==> src/rtl/uart_rx_if.sv <==
// uart_rx_if - signal bundle between the board RX pin and the byte consumer.
//
// Signals:
//   i_RX_Serial     serial line into the receiver, idle high
//   o_RX_DV         one-cycle strobe, o_RX_Byte holds a freshly received byte
//   o_RX_Byte       last received byte
//   o_RX_Frame_Err  one-cycle strobe on a bad stop bit (UART_RX_FRAMING_ERR_EN only)
//
// Modports:
//   slave   the receiver (uart_rx): consumes the line, produces byte/strobes
//   master  the environment: drives the line, observes byte/strobes
interface uart_rx_if;

  logic       i_RX_Serial;
  logic       o_RX_DV;
  logic [7:0] o_RX_Byte;
`ifdef UART_RX_FRAMING_ERR_EN
  logic       o_RX_Frame_Err;

  modport slave (
    input  i_RX_Serial,
    output o_RX_DV,
    output o_RX_Byte,
    output o_RX_Frame_Err
  );

  modport master (
    output i_RX_Serial,
    input  o_RX_DV,
    input  o_RX_Byte,
    input  o_RX_Frame_Err
  );
`else
  modport slave (
    input  i_RX_Serial,
    output o_RX_DV,
    output o_RX_Byte
  );

  modport master (
    output i_RX_Serial,
    input  o_RX_DV,
    input  o_RX_Byte
  );
`endif

endinterface

==> src/rtl/uart_rx.sv <==
// uart_rx - UART receiver, 8N1 framing (1 start, 8 data LSB first, 1 stop).
//
// The RX line is oversampled by the system clock; the start bit is confirmed
// at its middle and every following bit is sampled one bit period later, so
// all samples land mid-bit. Each received byte is delivered with a one-cycle
// o_RX_DV strobe and held on o_RX_Byte until the next byte completes.
//
// Parameters:
//   CLKS_PER_BIT  system clocks per UART bit (clk_freq / baud), default 217
//
// Ports:
//   i_Clock   system clock, rising edge
//   i_Rst_n   asynchronous active-low reset
//   rx_if     uart_rx_if.slave: i_RX_Serial in, o_RX_DV / o_RX_Byte out
//             (plus o_RX_Frame_Err when UART_RX_FRAMING_ERR_EN is defined)
//
// Build option:
//   UART_RX_FRAMING_ERR_EN  when defined, a low stop bit suppresses o_RX_DV,
//                           keeps o_RX_Byte and pulses o_RX_Frame_Err instead.
//                           When undefined the stop bit value is ignored.
module uart_rx #(
  parameter int CLKS_PER_BIT = 217
) (
  input logic      i_Clock,
  input logic      i_Rst_n,
  uart_rx_if.slave rx_if
);

  localparam int CNT_W = $clog2(CLKS_PER_BIT) + 1;

  localparam logic [CNT_W-1:0] MID_CNT = CNT_W'((CLKS_PER_BIT - 1) / 2);
  localparam logic [CNT_W-1:0] BIT_END = CNT_W'(CLKS_PER_BIT - 1);

  localparam logic [2:0] S_IDLE    = 3'd0;
  localparam logic [2:0] S_START   = 3'd1;
  localparam logic [2:0] S_DATA    = 3'd2;
  localparam logic [2:0] S_STOP    = 3'd3;
  localparam logic [2:0] S_CLEANUP = 3'd4;

  logic             rx_meta;
  logic             rx_s;
  logic [2:0]       state;
  logic [CNT_W-1:0] clk_cnt;
  logic [2:0]       bit_idx;
  logic [7:0]       rx_shift;
  logic             rx_dv;
  logic [7:0]       rx_byte;
`ifdef UART_RX_FRAMING_ERR_EN
  logic             frame_err;
`endif

  // Two-flop synchroniser; preset to the idle level so reset never looks
  // like a start bit.
  always_ff @(posedge i_Clock or negedge i_Rst_n) begin
    if (!i_Rst_n) begin
      rx_meta <= 1'b1;
      rx_s    <= 1'b1;
    end else begin
      rx_meta <= rx_if.i_RX_Serial;
      rx_s    <= rx_meta;
    end
  end

  // Receive FSM. The clock counter is cleared on every state change, so each
  // state measures time from its own entry: START waits half a bit, DATA and
  // STOP wait a full bit, which keeps all samples at mid-bit.
  always_ff @(posedge i_Clock or negedge i_Rst_n) begin
    if (!i_Rst_n) begin
      state     <= S_IDLE;
      clk_cnt   <= '0;
      bit_idx   <= '0;
      rx_shift  <= '0;
      rx_dv     <= 1'b0;
      rx_byte   <= '0;
`ifdef UART_RX_FRAMING_ERR_EN
      frame_err <= 1'b0;
`endif
    end else begin
      rx_dv     <= 1'b0;
`ifdef UART_RX_FRAMING_ERR_EN
      frame_err <= 1'b0;
`endif
      case (state)
        S_IDLE: begin
          clk_cnt <= '0;
          bit_idx <= '0;
          if (!rx_s) begin
            state <= S_START;
          end
        end

        S_START: begin
          if (clk_cnt == MID_CNT) begin
            clk_cnt <= '0;
            // Line back high at mid start bit: a glitch, not a frame.
            state   <= rx_s ? S_IDLE : S_DATA;
          end else begin
            clk_cnt <= clk_cnt + 1'b1;
          end
        end

        S_DATA: begin
          if (clk_cnt == BIT_END) begin
            clk_cnt           <= '0;
            rx_shift[bit_idx] <= rx_s;
            if (bit_idx == 3'd7) begin
              bit_idx <= '0;
              state   <= S_STOP;
            end else begin
              bit_idx <= bit_idx + 3'd1;
            end
          end else begin
            clk_cnt <= clk_cnt + 1'b1;
          end
        end

        S_STOP: begin
          if (clk_cnt == BIT_END) begin
            clk_cnt <= '0;
            state   <= S_CLEANUP;
`ifdef UART_RX_FRAMING_ERR_EN
            if (rx_s) begin
              rx_byte <= rx_shift;
              rx_dv   <= 1'b1;
            end else begin
              frame_err <= 1'b1;
            end
`else
            rx_byte <= rx_shift;
            rx_dv   <= 1'b1;
`endif
          end else begin
            clk_cnt <= clk_cnt + 1'b1;
          end
        end

        S_CLEANUP: begin
          clk_cnt <= '0;
          state   <= S_IDLE;
        end

        default: begin
          clk_cnt <= '0;
          bit_idx <= '0;
          state   <= S_IDLE;
        end
      endcase
    end
  end

  assign rx_if.o_RX_DV   = rx_dv;
  assign rx_if.o_RX_Byte = rx_byte;
`ifdef UART_RX_FRAMING_ERR_EN
  assign rx_if.o_RX_Frame_Err = frame_err;
`endif

endmodule

==> src/flat_wrapper.sv <==
// flat-port wrapper written by rule: the top's interface ports become plain ports
module uart_rx_flat 
#(
  parameter int CLKS_PER_BIT = 217
)
  (i_Clock, i_Rst_n, rx_if_i_RX_Serial, rx_if_o_RX_DV, rx_if_o_RX_Byte);
  uart_rx_if rx_if_i ();
  input logic i_Clock;
  input logic i_Rst_n;
  input wire logic [$bits(rx_if_i.i_RX_Serial)-1:0] rx_if_i_RX_Serial;
  output wire logic [$bits(rx_if_i.o_RX_DV)-1:0] rx_if_o_RX_DV;
  output wire logic [$bits(rx_if_i.o_RX_Byte)-1:0] rx_if_o_RX_Byte;
  assign rx_if_i.i_RX_Serial = rx_if_i_RX_Serial;
  assign rx_if_o_RX_DV = rx_if_i.o_RX_DV;
  assign rx_if_o_RX_Byte = rx_if_i.o_RX_Byte;
  uart_rx #(.CLKS_PER_BIT(CLKS_PER_BIT)) u_core (.i_Clock(i_Clock), .i_Rst_n(i_Rst_n), .rx_if(rx_if_i));
endmodule
==> config.mk <==
export PLATFORM = sky130hd
export DESIGN_NAME = uart_rx_flat
export DESIGN_NICKNAME = d
export VERILOG_FILES = /design/src/rtl/uart_rx_if.sv /design/src/rtl/uart_rx.sv /design/src/flat_wrapper.sv
export SDC_FILE = /design/constraint.sdc
export NUM_CORES = 1
export LEC_CHECK = 0
export CAP_MARGIN = 20
export CORE_UTILIZATION = 34
export DETAILED_ROUTE_END_ITERATION = 16
export MAX_ROUTING_LAYER = met4
export PLACE_DENSITY = 0.48
export SLEW_MARGIN = 30
export SYNTH_ARGS = -nofsm -noshare
export SYNTH_HDL_FRONTEND = slang
export SYNTH_SLANG_ARGS = --single-unit
==> constraint.sdc <==
create_clock -name i_Clock -period 3.6 [get_ports i_Clock]
set_input_delay 0.72 -clock i_Clock [delete_from_list [all_inputs] [get_ports i_Clock]]
set_output_delay 0.72 -clock i_Clock [all_outputs]
set_load 0.01 [all_outputs]
==> results_dict.tcl, run 1 <==
set metrics [dict create \
    cts_hold_buffers 0 \
    dr.pass1.iters 6 \
    dr_wl_met3_um 110 \
    dp_hpwl_mm 2.05 \
    synth_flop_cell "dfrtp_1" \
    async_reset_ff_share_pct 100 \
    path_max_fanout 18 \
    antenna_found_initial 0 \
    worst_slew_pin_slew_ps 543 \
    syn-num-nets 142 \
    fp.dieH_um 70.9 \
    hold_viol 0 \
    vias 1056 \
    critPathKind "reg2reg" \
    grt-ovfl-total 0 \
    finalClockSkew_ps 3.43 \
    synth_top_area_cell "dfrtp_1" \
    cellPowerDensity_nw_per_um2 370 \
    synth_warnings 0 \
    total_leakage_power_nw 0.840 \
    clock_sinks 34 \
    fmax_mhz 458 \
    setup_viol 0 \
    coreArea_um2 4470 \
    nets 156 \
    wl_met2_mm 1.34 \
    fp.dieW_um 70.9 \
    yosysUniqueCellTypes 32 \
    clockBufferDepth 2 \
    path_clk_slew_ps 70 \
    post_drt_via_cell_ratio 5.23 \
    fin_util_pct 41.5 \
    start_kind "flip-flop" \
    antennaDiodeCount 0 \
    cts_resized 0 \
    drcViolationCount 0 \
    cts_buffers 5 \
    end_kind "flip-flop" \
    period_share_pct 60.6 \
    wire_per_inst_um 14.7 \
    port-buffer-count 11 \
    ios 12 \
    avgSynthCellArea_um2 12.0 \
    top_layer "met4" \
    tns_ps 0 \
    track_usage_pct 14.3 \
    gp_congestion 0.761 \
    slew_viol_final 0 \
    clkLatencyLatePin_ps 280 \
    synth-seq-cells 34 \
    grt_pass1_wl_mm 5.23 \
    area_growth_pct 14.9 \
    ys_seq_area_share_pct 52.8 \
    synth_edf_count 0 \
    synth_top_area_share_pct 49.6 \
    htree_levels 2 \
    netlist_top_cells_area "dfrtp_1, mux2_2, nand3_1" \
    status "complete, no violations" \
    post-cts-setup-buffer-count 0 \
    syn_inst 135 \
    grt_pass1_vias 1031 \
    wl_met1_mm 1.46 \
    slew_headroom_pct 63.7 \
    cts_tree "yes" \
    netlist_area_um2 1620 \
    drive_gt1_share_pct 20.7 \
    clock-root-buffer "clkbuf_8" \
    crit_required_ps 3770 \
    drtIter0Drc 73 \
    grt_setup_unrepaired "no" \
    fillers 413 \
    die_area_um2 5030 \
    drt-total-wl_mm 2.97 \
    peakVddDrop_mv 0.195 \
    initial_core_util_pct 36.1 \
    final.min_clock_period_ps 2180 \
    grt_max_degree 35 \
    rows 24 \
    critical_path_arrival_ps 2350 \
    hp-class "reg2reg" \
    ant_nets 0 \
    maxCapViolCount 0 \
]
[stage by stage]
| step | setup WS [ps] | hold slack (ps) | total power [mW] | cells | area [um2] |
|---|---|---|---|---|---|
| floorplan | 1690 | 345 | 0.393 | 135 | 1620 |
| global placement | 1480 | 348 | 0.404 | 194 | 1760 |
| CTS | 1400 | 357 | 0.702 | 202 | 1860 |
| finish | 1420 | 356 | 0.687 | 202 | 1860 |
| global route | 1280 | 362 | 0.722 | 202 | 1860 |
| detailed placement | 1410 | 347 | 0.404 | 194 | 1760 |
[layer usage]
metal	vias up	global-route usage [%]
met3	6	4.42
met1	527	19.0
li1	502	-
met2	21	20.1
met5	-	-
met4	0	6.00
[cell usage in the layout, fill, tap and decap left out]
| cell | Yosys | layout |
|---|---|---|
| nor3_1 | 3 | 3 |
| o41a_1 | 1 | 1 |
| inv_1 | 3 | 3 |
| nand4b_1 | 2 | 2 |
| o211ai_1 | 2 | 2 |
| dfstp_2 | 2 | 2 |
| nand2_1 | 8 | 8 |
| o311ai_4 | 1 | 1 |
| dfrtp_1 | 32 | 32 |
| nand4_1 | 1 | 1 |
| ha_1 | 4 | 4 |
| buf_4 | 0 | 2 |
| nor4b_1 | 1 | 1 |
| nand3_1 | 12 | 12 |
| and4_1 | 1 | 1 |
| nor2b_1 | 6 | 6 |
| clkdlybuf4s50_1 | 0 | 11 |
| nand3b_1 | 2 | 2 |
| mux2i_1 | 1 | 1 |
| and3_1 | 3 | 3 |
| clkinv_2 | 0 | 1 |
| nor3b_1 | 3 | 3 |
| clkbuf_8 | 0 | 6 |
| nor4_4 | 1 | 1 |
| o21a_1 | 1 | 1 |
| nor2_1 | 9 | 9 |
| clkinvlp_4 | 0 | 1 |
| xor2_1 | 3 | 3 |
| or4b_4 | 1 | 1 |
| a22o_1 | 1 | 1 |
| o21ai_0 | 4 | 4 |
| nand2b_1 | 1 | 1 |
| mux2_2 | 16 | 16 |
| xnor2_1 | 4 | 4 |
[path summary, 6_finish.rpt]
path / startpoint / endpoint / slack (ps) / depth (start not counted)
setup reg to reg: u_core.clk_cnt[0] / u_core.rx_if.o_RX_Byte[6] / 1420 / 7
hold / removal: u_core.rx_meta / u_core.rx_s / 360 / 0
max in group asynchronous: i_Rst_n / u_core.rx_meta / 2420 / 2
hold reg to reg: u_core.rx_meta / u_core.rx_s / 360 / 0
min in group asynchronous: i_Rst_n / u_core.state[0] / 830 / 2
setup / recovery: u_core.clk_cnt[0] / u_core.rx_if.o_RX_Byte[6] / 1420 / 7
[cells in the mapped netlist, types with 2 or more instances]
library cell and instances:
dfrtp_1 32, mux2_2 16, nand3_1 12, nor2_1 9, nand2_1 8, nor2b_1 6
ha_1 4, o21ai_0 4, xnor2_1 4, and3_1 3, buf_6 3, inv_1 3
nor3_1 3, nor3b_1 3, xor2_1 3, clkbuf_1 2, dfstp_2 2, nand3b_1 2
nand4b_1 2, o211ai_1 2
[critical path, cell delays in order (launching register included)]
cell and delay (ps):
dfrtp_1 410, inv_1 70, ha_1 150, nand4b_1 130, nor4_4 220, buf_4 250, and3_1 440, mux2_2 390
[sequential cells by signal (all words and copies together) (netlist names)]
name	flops
u_core.bit_idx	3
u_core.clk_cnt	9
u_core.rx_if.o_RX_Byte	8
u_core.rx_if.o_RX_DV	1
u_core.rx_s	1
u_core.state	3
u_core.rx_shift	8
u_core.rx_meta	1
[layout make-up]
cell class | instances | area [um2] | share of cell area (%)
clock inverters | 2 | 12.5 | 0.674
clock buffers | 6 | 82.6 | 4.45
flip-flops and latches | 34 | 853 | 46.0
inverters | 3 | 11.3 | 0.607
repair buffers | 13 | 125 | 6.74
well taps | 52 | 65.1 | 3.51
multi-input cells | 92 | 706 | 38.0
[power breakdown]
part	leakage, nW	internal [mW]	switching [mW]
combinational	0.339	0.00288	0.00741
sequential	0.453	0.384	0.00169
clock	0.0472	0.154	0.138
total	0.840	0.540	0.147
[cells by family after synthesis]
family,Yosys count,share of synthesized area (%)
buffers and inverters,9,3.49
AOI/OAI and AO/OA,10,5.50
adders and majority gates,4,3.10
xor gates and xnor gates,7,3.80
muxes,17,11.8
DFF,34,52.8
and+or+nand+nor,54,19.5
No activity file was read; power rests on OpenSTA's default activity.
==> inputs of run 2 (changes only) <==
Settings changed: PLACE_DENSITY 0.48 to 0.5.
Clock period 3.6 ns to 1.98 ns, I/O delays scaled along.
==> run 2 against run 1 <==
Via count shrank 0.85%. Fmax grew 15%. Wire length is essentially flat. Worst setup slack lost 1300 ps. Critical path type unchanged. Largest power group unchanged.
==> results_dict.tcl, run 2 (synthesis results as in run 1) <==
set metrics [dict create \
    final.min_clock_period_ps 1890 \
    path_max_fanout 10 \
    clock-root-buffer "clkbuf_8" \
    rows 24 \
    cp_slowest_stage_delay_ps 470 \
    port-buffer-count 11 \
    clock_sinks 34 \
    holdPathEnd "u_core.rx_s" \
    antennaDiodeCount 0 \
    hp-class "reg2reg" \
    place_worst_setup_slack_ps 88.9 \
    vias 1047 \
    drive_gt1_share_pct 23.1 \
    fp.dieH_um 70.9 \
    fin_area_um2 1910 \
    track_usage_pct 14.3 \
    finalNonFillerCells 208 \
    crit_required_ps 2200 \
    grt_pass1_vias 1088 \
    htree_levels 2 \
    period_share_pct 95.4 \
    top_register "u_core.clk_cnt" \
    slew_headroom_pct 71.0 \
    drt-total-wl_mm 2.97 \
    postLayoutSetupSlackWorst_ps 90.9 \
    critPathKind "reg2reg" \
    worst_slew_pin_slew_ps 436 \
    path_clk_slew_ps 60 \
    peakVddDrop_mv 0.395 \
    dpl_cell_area_um2 1810 \
    r2r_start "u_core.clk_cnt[1]" \
    clkLatencyLatePin_ps 290 \
    gp_congestion 0.750 \
    ff2ff_setup_slack_ps 90 \
    nets 162 \
    start_kind "flip-flop" \
    min_from "u_core.rx_meta" \
    cellPowerDensity_nw_per_um2 650 \
    hold_depth 0 \
    fp.dieW_um 70.9 \
    wire_per_inst_um 14.3 \
    end_kind "flip-flop" \
    cp_cell_sequence "inv_1, ha_2, or4b_4, o311ai_4, o21a_1, buf_12, and3_1" \
    dp_hpwl_mm 2.01 \
    tns_ps 0 \
    coreArea_um2 4470 \
    layout_commonest_cell "dfrtp_1" \
    clockBufferDepth 2 \
    die_area_um2 5030 \
    setup_viol 0 \
    total_leakage_power_nw 0.871 \
    status "complete, no violations" \
    area_growth_pct 18.3 \
    drcViolationCount 0 \
    cts_tree "yes" \
    critPathTopFamily "simple AND/OR/NAND/NOR gates" \
    grt_pass1_wl_mm 5.29 \
    post_drt_via_cell_ratio 5.03 \
    fmax_mhz 529 \
    r2r-end "u_core.state[2]" \
    grt-ovfl-total 0 \
    dr.pass1.iters 6 \
    final_cell_mix "dfrtp_1, mux2_2, nand3_1" \
    drtIter0Drc 51 \
    largest_reg_flops 9 \
    fin_util_pct 42.7 \
    initial_core_util_pct 36.1 \
    slew_viol_final 0 \
    maxCapViolCount 0 \
    cts_buffers 5 \
    hold_viol 0 \
    grt_max_degree 35 \
    antenna_found_initial 0 \
    ant_nets 0 \
    grt_setup_unrepaired "yes" \
    ios 12 \
    dp.cells 199 \
    critical_path_arrival_ps 2110 \
    crit_buf_inv 2 \
    r2r_cells 7 \
    finalClockSkew_ps 6.07 \
    cpMaxStageDelayCell "or4b_4" \
]
[run 2: metal layers]
layer	up-vias	share of wire [%]	GRT usage [%]
met3	6	3.0	4.27
li1	513	-	-
met1	514	50	18.4
met5	-	0	-
met4	0	1.9	6.00
met2	14	45	21.0
[run 2: worst max-delay path by stage]
| stage | start | to | cells past startpoint |
|---|---|---|---|
| after floorplan | u_core.clk_cnt[0] | u_core.rx_if.o_RX_Byte[0] | 7 |
| after CTS | u_core.clk_cnt[1] | u_core.state[2] | 7 |
| after global placement | u_core.clk_cnt[1] | u_core.rx_if.o_RX_Byte[4] | 7 |
| final | u_core.clk_cnt[1] | u_core.state[2] | 7 |
| after global routing | u_core.clk_cnt[1] | u_core.state[2] | 7 |
| after detailed placement | u_core.clk_cnt[1] | u_core.state[2] | 7 |
[run 2: where the power goes]
| group | switching [mW] | internal [mW] |
|---|---|---|
| registers | 0.00317 | 0.698 |
| clock network | 0.238 | 0.283 |
| logic | 0.0138 | 0.00524 |
[run 2: stage by stage]
step / power [mW] / hold WS, ps
floorplan: 0.714 / 100
detailed placement: 0.735 / 351
global route: 1.30 / 366
global placement: 0.735 / 349
CTS: 1.26 / 361
finish: 1.24 / 358
[run 2: what timing repair did]
| item | 4_1_cts | 5_1_grt |
|---|---|---|
| buffers inserted | 0 | 1 |
| endpoints found under the setup margin | 0 | 11 |
| hold buffers | 0 | 0 |
| hold endpoints to repair | 0 | 0 |
| resized for setup | 0 | 1 |
[run 2: area by class of cell]
type	count	area [um2]
clock buffer	8	90.1
fill	415	2560
multi-input combinational	92	708
sequential	34	853
inverter	3	11.3
timing repair buffer	19	183
tap	52	65.1
